$ cat src/rtl/song_player_ctrl.sv
// Song playback controller: tempo beat enables, debounced tempo/pause button,
// one-hot song selection with restart pulse, and registered buzzer drive.
module song_player_ctrl #(
    parameter int unsigned CLK_HZ          = 5000000,
    parameter int unsigned NUM_SONGS       = 3,
    parameter int unsigned TEMPO0_HZ       = 4,
    parameter int unsigned TEMPO1_HZ       = 5,
    parameter int unsigned TEMPO2_HZ       = 3,
    parameter int unsigned DEBOUNCE_CYCLES = 100000
) (
    input  logic                         clk_5MHz,
    input  logic                         rst_n,
    input  logic [NUM_SONGS-1:0]         key,
    input  logic                         select,
    input  logic [NUM_SONGS-1:0]         song_beep,
    output logic                         beat_tick,
    output logic                         song_restart,
    output logic [$clog2(NUM_SONGS):0]   active_song,
    output logic [1:0]                   tempo_mode,
    output logic                         beep
);

    localparam int unsigned IDX_W   = $clog2(NUM_SONGS);
    localparam int unsigned ACT_W   = IDX_W + 1;
    localparam int unsigned ONES_W  = $clog2(NUM_SONGS + 1);
    localparam int unsigned DIV0    = CLK_HZ / TEMPO0_HZ;
    localparam int unsigned DIV1    = CLK_HZ / TEMPO1_HZ;
    localparam int unsigned DIV2    = CLK_HZ / TEMPO2_HZ;
    localparam int unsigned MAX_01  = (DIV0 > DIV1) ? DIV0 : DIV1;
    localparam int unsigned MAX_DIV = (MAX_01 > DIV2) ? MAX_01 : DIV2;
    localparam int unsigned CNT_W   = $clog2(MAX_DIV);
    localparam int unsigned DB_W    = $clog2(DEBOUNCE_CYCLES + 1);

    // Reject configurations the divider or decoder cannot represent.
    if (DIV0 < 2 || DIV1 < 2 || DIV2 < 2) begin : g_bad_div
        $error("song_player_ctrl: every tempo divisor must be >= 2");
    end
    if (NUM_SONGS < 2 || NUM_SONGS > 8) begin : g_bad_songs
        $error("song_player_ctrl: NUM_SONGS must be in 2..8");
    end
    if (DEBOUNCE_CYCLES < 1) begin : g_bad_db
        $error("song_player_ctrl: DEBOUNCE_CYCLES must be >= 1");
    end

    typedef enum logic [1:0] {
        ST_NORMAL = 2'd0,
        ST_FAST   = 2'd1,
        ST_SLOW   = 2'd2,
        ST_PAUSE  = 2'd3
    } tempo_e;

    logic [NUM_SONGS-1:0] key_s1_q, key_s2_q;
    logic                 sel_s1_q, sel_s2_q;
    logic                 sel_stable_q, sel_stable_d;
    logic [DB_W-1:0]      db_cnt_q, db_cnt_d;
    logic                 press_c;
    tempo_e               state_q, state_d;
    logic [ACT_W-1:0]     active_q, active_d;
    logic                 restart_q, restart_d;
    logic [CNT_W-1:0]     cnt_q, cnt_d;
    logic [CNT_W-1:0]     div_m1_c;
    logic                 tick_q, tick_d;
    logic                 beep_q, beep_d;
    logic [ONES_W-1:0]    ones_c;
    logic [IDX_W-1:0]     idx_c;
    logic                 key_valid_c;
    logic                 beep_sel_c;

    // Two-flop synchronisers; select idles high (released).
    always_ff @(posedge clk_5MHz or negedge rst_n) begin
        if (!rst_n) begin
            key_s1_q <= '0;
            key_s2_q <= '0;
            sel_s1_q <= 1'b1;
            sel_s2_q <= 1'b1;
        end else begin
            key_s1_q <= key;
            key_s2_q <= key_s1_q;
            sel_s1_q <= select;
            sel_s2_q <= sel_s1_q;
        end
    end

    // Debouncer: the stable level follows only after a full run of disagreement.
    always_comb begin
        sel_stable_d = sel_stable_q;
        db_cnt_d     = '0;
        if (sel_s2_q != sel_stable_q) begin
            if (db_cnt_q == DB_W'(DEBOUNCE_CYCLES - 1)) begin
                sel_stable_d = sel_s2_q;
            end else begin
                db_cnt_d = db_cnt_q + DB_W'(1);
            end
        end
    end

    assign press_c = sel_stable_q & ~sel_stable_d;

    // Tempo FSM, stepped once per accepted press.
    always_comb begin
        state_d = state_q;
        if (press_c) begin
            case (state_q)
                ST_NORMAL: state_d = ST_FAST;
                ST_FAST:   state_d = ST_SLOW;
                ST_SLOW:   state_d = ST_PAUSE;
                default:   state_d = ST_NORMAL;
            endcase
        end
    end

    // One-hot validation and index extraction of the synced key.
    always_comb begin
        ones_c = '0;
        idx_c  = '0;
        for (int unsigned i = 0; i < NUM_SONGS; i++) begin
            if (key_s2_q[i]) begin
                ones_c = ones_c + ONES_W'(1);
                idx_c  = IDX_W'(i);
            end
        end
        key_valid_c = (ones_c == ONES_W'(1));
        active_d    = key_valid_c ? {1'b1, idx_c} : '0;
        restart_d   = (active_d != active_q);
    end

    // Beat divider; restarts a full period on any tempo or song change.
    always_comb begin
        case (state_q)
            ST_NORMAL: div_m1_c = CNT_W'(DIV0 - 1);
            ST_FAST:   div_m1_c = CNT_W'(DIV1 - 1);
            ST_SLOW:   div_m1_c = CNT_W'(DIV2 - 1);
            default:   div_m1_c = '0;
        endcase
        cnt_d  = cnt_q + CNT_W'(1);
        tick_d = 1'b0;
        if ((state_d != state_q) || restart_d || (state_q == ST_PAUSE)) begin
            cnt_d = '0;
        end else if (cnt_q == div_m1_c) begin
            cnt_d  = '0;
            tick_d = 1'b1;
        end
    end

    // Buzzer mux; silenced while invalid, paused, or entering pause.
    always_comb begin
        beep_sel_c = 1'b0;
        for (int unsigned i = 0; i < NUM_SONGS; i++) begin
            if (active_q[IDX_W-1:0] == IDX_W'(i)) begin
                beep_sel_c = song_beep[i];
            end
        end
        beep_d = 1'b0;
        if (active_q[ACT_W-1] && (state_q != ST_PAUSE) && (state_d != ST_PAUSE)) begin
            beep_d = beep_sel_c;
        end
    end

    always_ff @(posedge clk_5MHz or negedge rst_n) begin
        if (!rst_n) begin
            sel_stable_q <= 1'b1;
            db_cnt_q     <= '0;
            state_q      <= ST_NORMAL;
            active_q     <= '0;
            restart_q    <= 1'b0;
            cnt_q        <= '0;
            tick_q       <= 1'b0;
            beep_q       <= 1'b0;
        end else begin
            sel_stable_q <= sel_stable_d;
            db_cnt_q     <= db_cnt_d;
            state_q      <= state_d;
            active_q     <= active_d;
            restart_q    <= restart_d;
            cnt_q        <= cnt_d;
            tick_q       <= tick_d;
            beep_q       <= beep_d;
        end
    end

    assign beat_tick    = tick_q;
    assign song_restart = restart_q;
    assign active_song  = active_q;
    assign tempo_mode   = state_q;
    assign beep         = beep_q;

endmodule

$ cat config.mk
export PLATFORM = sky130hd
export DESIGN_NAME = song_player_ctrl
export DESIGN_NICKNAME = d
export VERILOG_FILES = /design/src/rtl/song_player_ctrl.sv
export SDC_FILE = /design/constraint.sdc
export NUM_CORES = 1
export LEC_CHECK = 0
export ABC_AREA = 1
export CORE_MARGIN = 3
export CORE_UTILIZATION = 40
export DETAILED_ROUTE_END_ITERATION = 10
export MAX_ROUTING_LAYER = met4
export PLACE_DENSITY = 0.61
export SKIP_LAST_GASP = 1
export SLEW_MARGIN = 20
export SYNTH_ARGS = -nofsm -noshare
export SYNTH_HDL_FRONTEND = slang
export SYNTH_SLANG_ARGS = --single-unit
$ cat constraint.sdc
create_clock -name clk_5MHz -period 4.74 [get_ports clk_5MHz]
set_input_delay 0.474 -clock clk_5MHz [delete_from_list [all_inputs] [get_ports clk_5MHz]]
set_output_delay 0.474 -clock clk_5MHz [all_outputs]
set_load 0.05 [all_outputs]
Word-level counts from Yosys, hierarchy flattened. Cells that the tools add are included.

Flip-flop bits (word level): 55. Output and inout port bits: 8. Logic and storage cells: 58.

Add/subtract/negate cells: 4. Equal/unequal tests: 13. Mux-type cells: 21. Bitwise gates (word level): 2. Reductions and logical operators: 6.

Operators with widths (count): $pmux 21 s3 (1); $mux 21 (2); $mux 17 (2); $add 21x1->21 const B (1); $eq 21x21->1 (1); $add 17x1->17 const B (1); $eq 17x17->1 const B (1); $mux 1 (10); $mux 2 (4); $eq 2x1->1 const B (3); $eq 2x2->1 const B (3); $pmux 2 s3 (1); $add 2x1->2 const B (2); $logic_not 2->1 (2); $ne 2x2->1 const B (2); $mux 3 (1); $ne 3x3->1 (1); $logic_and 1x1->1 (2); $logic_or 1x1->1 (2); $ne 2x2->1 (1); $and 1x1->1 (1); $ne 1x1->1 (1); $not 1->1 (1).

Longest topological paths before layout.
Depth after elaboration: 11. Mapped depth: 13. Mapped depth without buffers: 12.

Least setup slack after synthesis. OpenSTA, ideal clock, no wires.

Path kind: reg2reg. Start: reg state_q[0] (netlist: tempo_mode[0]). End: reg cnt_q[7]. Library setup time: 0.116 ns. Arrival time: 2.177 ns. Required time: 4.624 ns. Setup slack: 2.447 ns. Stages on the path, launching flop included: 14. Buffers on the path: 1. Path through: dfrtp_1 inv_1 ha_1 inv_1 nand2_1 nand2_1 nand3b_1 nor2_1 nand2_1 nor2_2 nand2_4 buf_6 nand3_1 nor2_2.

Word-level cells in the longest chain between the ends: 7. Elaborated cells on any way between the ends: 13. Those cells by class: eq/ne: 5; mux: 5; reduce/logical: 3.

Ends and longest elaborated chain: from (decl) (line 57) `tempo_e state_q, state_d;`; from (signal assigned) (line 172) `state_q <= state_d;`; branches (longest 6 deep; another with $pmux 21 s3); $mux 21 * (line 137) `if ((state_d != state_q) || restart_d || (state_q == ST_PAUSE)) begin`; via cnt_d[7] (line 60) `logic [CNT_W-1:0] cnt_q, cnt_d;`; to (signal assigned) (line 175) `cnt_q <= cnt_d;`; to (decl) (line 60).

Mark *: on every way through the listed nets, which the timed path passes.

Worst setup path in the final report.
Start: reg key_s2_q[1]. End: reg tick_q (netlist: beat_tick).

Word-level cells in the longest chain between the ends: 9. Elaborated cells on any way between the ends: 11. Those cells by class: add/sub: 1; eq/ne: 2; mux: 6; reduce/logical: 2.

Ends and longest elaborated chain: from (decl) (line 52) `logic [NUM_SONGS-1:0] key_s1_q, key_s2_q;`; from (signal assigned) (line 78) `key_s2_q <= key_s1_q;`; $mux 2 * (line 117) `if (key_s2_q[i]) begin`; $add 2x1->2 (line 118) `ones_c = ones_c + ONES_W'(1);`; $mux 2 * (line 117); $eq 2x1->1 * (line 122) `key_valid_c = (ones_c == ONES_W'(1));`; $mux 3 * (line 123) `active_d = key_valid_c ? {1'b1, idx_c} : '0;`; via active_d[2] (line 58) `logic [ACT_W-1:0] active_q, active_d;`; $ne 3x3->1 * (line 124) `restart_d = (active_d != active_q);`; $logic_or 1x1->1 * (2 in a row) (line 137); $mux 1 * (line 137); via tick_d (line 62) `logic tick_q, tick_d;`; to (signal assigned) (line 176) `tick_q <= tick_d;`; to (decl) (line 62).

Mark *: on every way through the listed nets, which the timed path passes. The rest lies on a longest branch.

==> results.rst <==
.. list-table::
   :header-rows: 1

   * - Metric
     - Value
   * - First-pass iteration count of the detailed router
     - 4
   * - Period minus WS final
     - 2260 ps
   * - Power per cell area
     - 229 nW/um^2
   * - Seq/Total Area, Yosys
     - 0.386
   * - Clk sink count
     - 55
   * - Net count of the mapped netlist
     - 490
   * - Flop-to-flop setup slack
     - 2480 ps
   * - Core Rows
     - 33
   * - EDFF count, synth
     - 0
   * - Post-CTS Repair Setup Buffers
     - 0
   * - Resized cells post-CTS
     - 0
   * - TritonCTS Buffers
     - 5
   * - Fin util
     - 0.461
   * - Die ar.
     - 10,100 sq um
   * - Worst reg2reg endpoint
     - beat_tick$_DFF_PN0_
   * - Reg power frac
     - 0.566
   * - Power share of the clock group
     - 0.305
   * - Count of pins on the block boundary
     - 17
   * - Worst path max stage delay
     - 480 ps
   * - Clock slew at the register clock pins of the worst setup and hold paths
     - 110 ps
   * - DRC violations left
     - 0
   * - Path type of the worst setup path
     - reg2reg
   * - DPL Wire Length
     - 6030 um
   * - Max-capacitance violation count
     - 0
   * - Fraction of registers with async set/reset
     - 1.00
   * - Count of antenna diodes in the layout
     - 0
   * - Crit path buffers/inverters
     - 1
   * - Synthesis-to-finish area growth
     - 8.99%
   * - Gate power share
     - 0.129
   * - Dominant delay contributor by cell family on the critical path
     - simple AND/OR/NAND/NOR gates
   * - Clk buf depth
     - 2
   * - Internal
     - 631 uW
   * - Cells after Synth
     - 472
   * - Max-slew headroom at the worst pin
     - 0.529
   * - Vias in the first global route
     - 3,011
   * - Worst path slowest cell
     - nand3_2
   * - RSZ-0062 raised after global routing
     - false
   * - Switching share of power
     - 0.292
   * - Fraction of final layout cells sized beyond drive strength 1
     - 0.117
   * - Routed wire length
     - 8060 um
   * - Cell Area, Synth
     - 3580 sq um
   * - Total number of vias
     - 3,077
   * - Initial antenna violation count
     - 0
   * - Antenna viol nets, final
     - 0
   * - Number of hold buffers added after CTS
     - 0
   * - Leak pwr
     - 0.00179 uW
   * - Core Footprint
     - 8460 sq um
   * - Endpoint type of the worst setup path
     - flip-flop
   * - Final hold violation count
     - 0
   * - Series of cell instances along the critical path
     - inv_1, ha_1, nand3b_4, nand2_2, nand2_1, nand2_1, nor2_2, nand3_1, nor2_1, nand3_2, nor2_1
   * - Warnings from Yosys
     - 0
   * - Launching element type of the critical path
     - flip-flop
   * - Post-layout net count
     - 506
   * - Violation count after the first detailed-route iteration
     - 142
   * - Worst hold-check path type
     - in2async
   * - Arrival time of the worst setup path
     - 2500 ps
   * - Depth of the CTS H-tree
     - 2
   * - Maximum clock skew at final layout
     - 7.42 ps
   * - Depth of the worst register-to-register path
     - 11
   * - Required time at the worst-slack endpoint
     - 4970 ps
   * - Global-route congestion overflow total
     - 0
   * - Clk root buf
     - clkbuf_8
   * - Cell variety after synth
     - 42
   * - TritonCTS clock tree
     - done
   * - Tightest Pin Transition
     - 706 ps
   * - Height of the chip
     - 101 um
   * - Summed negative setup slack over all endpoints
     - 0 ps
   * - Switching pwr
     - 261 uW
   * - Mean post-synth cell area
     - 7.58 sq um
   * - Max-slew violation count
     - 0
   * - Horizontal die dimension
     - 101 um
   * - Pin count of the biggest net entering global routing
     - 56
   * - Tot GR Track Use
     - 0.176
   * - Mean routed wirelength per cell
     - 13.6 um
   * - FF+latch count, synth
     - 55
   * - Peak ir drop on the vdd network
     - 111 uV
   * - Crit Reg-Reg Startpoint
     - key_s2_q[1]$_DFF_PN0_
   * - Dominant register cell in the synthesized netlist
     - dfrtp_1
   * - Initial Util
     - 0.423
   * - Period utilization
     - 0.478
   * - Weighted congestion at the end of routability-driven global placement
     - 0.936
   * - Status
     - finished clean
   * - Worst-Skew Late Latency
     - 310 ps
   * - Maximum fanout count along the critical path
     - 22
   * - Via-per-instance ratio
     - 5.18
   * - Port buffer count
     - 16
   * - F_max
     - 442 MHz
   * - Total setup violations reported at the end of the flow
     - 0
   * - Global-route wire length before repair
     - 14,000 um
## through the flow
step / hold WS (ps) / setup slack [ps] / instance area, sq um / instances / power [uW]
2_1_floorplan: 178 / 2450 / 3580 / 472 / 593
6_report: 276 / 2480 / 3900 / 594 / 892
5_1_grt: 339 / 2220 / 3900 / 594 / 935
4_1_cts: 322 / 2410 / 3900 / 594 / 905
3_5_place_dp: 337 / 2440 / 3810 / 586 / 630
3_3_place_gp: 333 / 2520 / 3810 / 586 / 631
## worst max-delay path by stage
stage | from | to | slack [ps] | depth (start not counted)
5_1_grt | key_s2_q[1]$_DFF_PN0_ | cnt_q[17]$_DFF_PN0_ | 2220 | 11
3_3_place_gp | tempo_mode[1]$_DFF_PN0_ | cnt_q[4]$_DFF_PN0_ | 2520 | 12
6_report | key_s2_q[1]$_DFF_PN0_ | beat_tick$_DFF_PN0_ | 2480 | 11
4_1_cts | key_s2_q[1]$_DFF_PN0_ | beat_tick$_DFF_PN0_ | 2410 | 11
2_1_floorplan | tempo_mode[0]$_DFF_PN0_ | cnt_q[7]$_DFF_PN0_ | 2450 | 13
3_5_place_dp | key_s2_q[1]$_DFF_PN0_ | beat_tick$_DFF_PN0_ | 2440 | 11
## power groups by stage
stage                     registers, uW  logic [uW]  clock network [uW]
after global placement              514         117                   0
after global routing                508         130                 298
after detailed placement            514         117                   0
final                               505         115                 272
after CTS                           505         117                 284
after floorplan                     523        70.4                   0
## state kept, by name, summed over array words and instances, names as in the netlist, 2 cells and up
signal	flops
db_cnt_q	17
key_s2_q	3
key_s1_q	3
cnt_q	21
tempo_mode	2
active_song	3
## synthesized netlist by cell type, types with 2 or more instances
master,count,area (sq um)
nand2_1,86,323
nand4_1,15,93.8
o21bai_1,2,15.0
nor2_1,64,240
nor3_4,2,32.5
ha_1,9,113
nand2_4,2,22.5
nor2_2,14,87.6
dfstp_2,3,78.8
nand3_2,3,30.0
nand3_1,46,230
inv_1,66,248
xor2_1,13,114
o22ai_1,3,18.8
xnor2_1,3,26.3
a21oi_1,12,60.1
nand3b_1,4,30.0
nand2_2,3,18.8
o21ai_0,17,85.1
nor2_4,6,67.6
inv_2,6,22.5
nor3_1,12,60.1
buf_2,3,15.0
o21ai_1,2,10.0
nor4_1,5,31.3
nor3b_1,2,15.0
dfrtp_1,52,1300
buf_6,3,33.8
## cell usage in the layout, fill, tap and decap left out, types with 2 or more instances in the layout
cell	Yosys	routed
nand2_1	86	86
o22ai_1	3	3
nor3_4	2	2
nand4_1	15	15
nor3_1	12	12
nand3b_1	4	4
nor2_2	14	14
a21oi_1	12	12
dfrtp_1	52	52
inv_1	66	66
nor2_4	6	6
nor4_1	5	5
nand2_2	3	3
o21bai_1	2	2
nand2_4	2	2
o21ai_1	2	2
dfstp_2	3	3
ha_1	9	9
nand3_2	3	3
o21ai_0	17	17
nor2_1	64	64
nand3_1	46	46
nor3b_1	2	2
xnor2_1	3	3
clkbuf_8	0	5
inv_2	6	6
clkdlybuf4s50_1	0	15
xor2_1	13	13
## kinds of logic after synthesis
kind of cell / after synthesis / synth area share
compound gates: 39 / 0.0612
flops: 55 / 0.386
fa+ha+maj: 9 / 0.0315
buf+inv: 81 / 0.0944
simple gates: 272 / 0.388
xor+xnor: 16 / 0.0392
## cell type report
type                    instances  area [sq um]
multi-input cells             336          1860
clock inverters                 2          16.3
fillers                       844          4570
flip-flops and latches         55          1380
well taps                     105           131
repair buffers                 17           163
inverters                      73           277
clock buffers                   6          72.6
## layer usage
metal | wire (um) | vias up | track usage
met5 | 0 | - | -
met4 | 155 | 0 | 0.0539
met3 | 376 | 17 | 0.0325
met2 | 3640 | 84 | 0.276
met1 | 3890 | 1428 | 0.231
li1 | - | 1548 | -
Note: power is estimated with default switching activity, not from simulation.
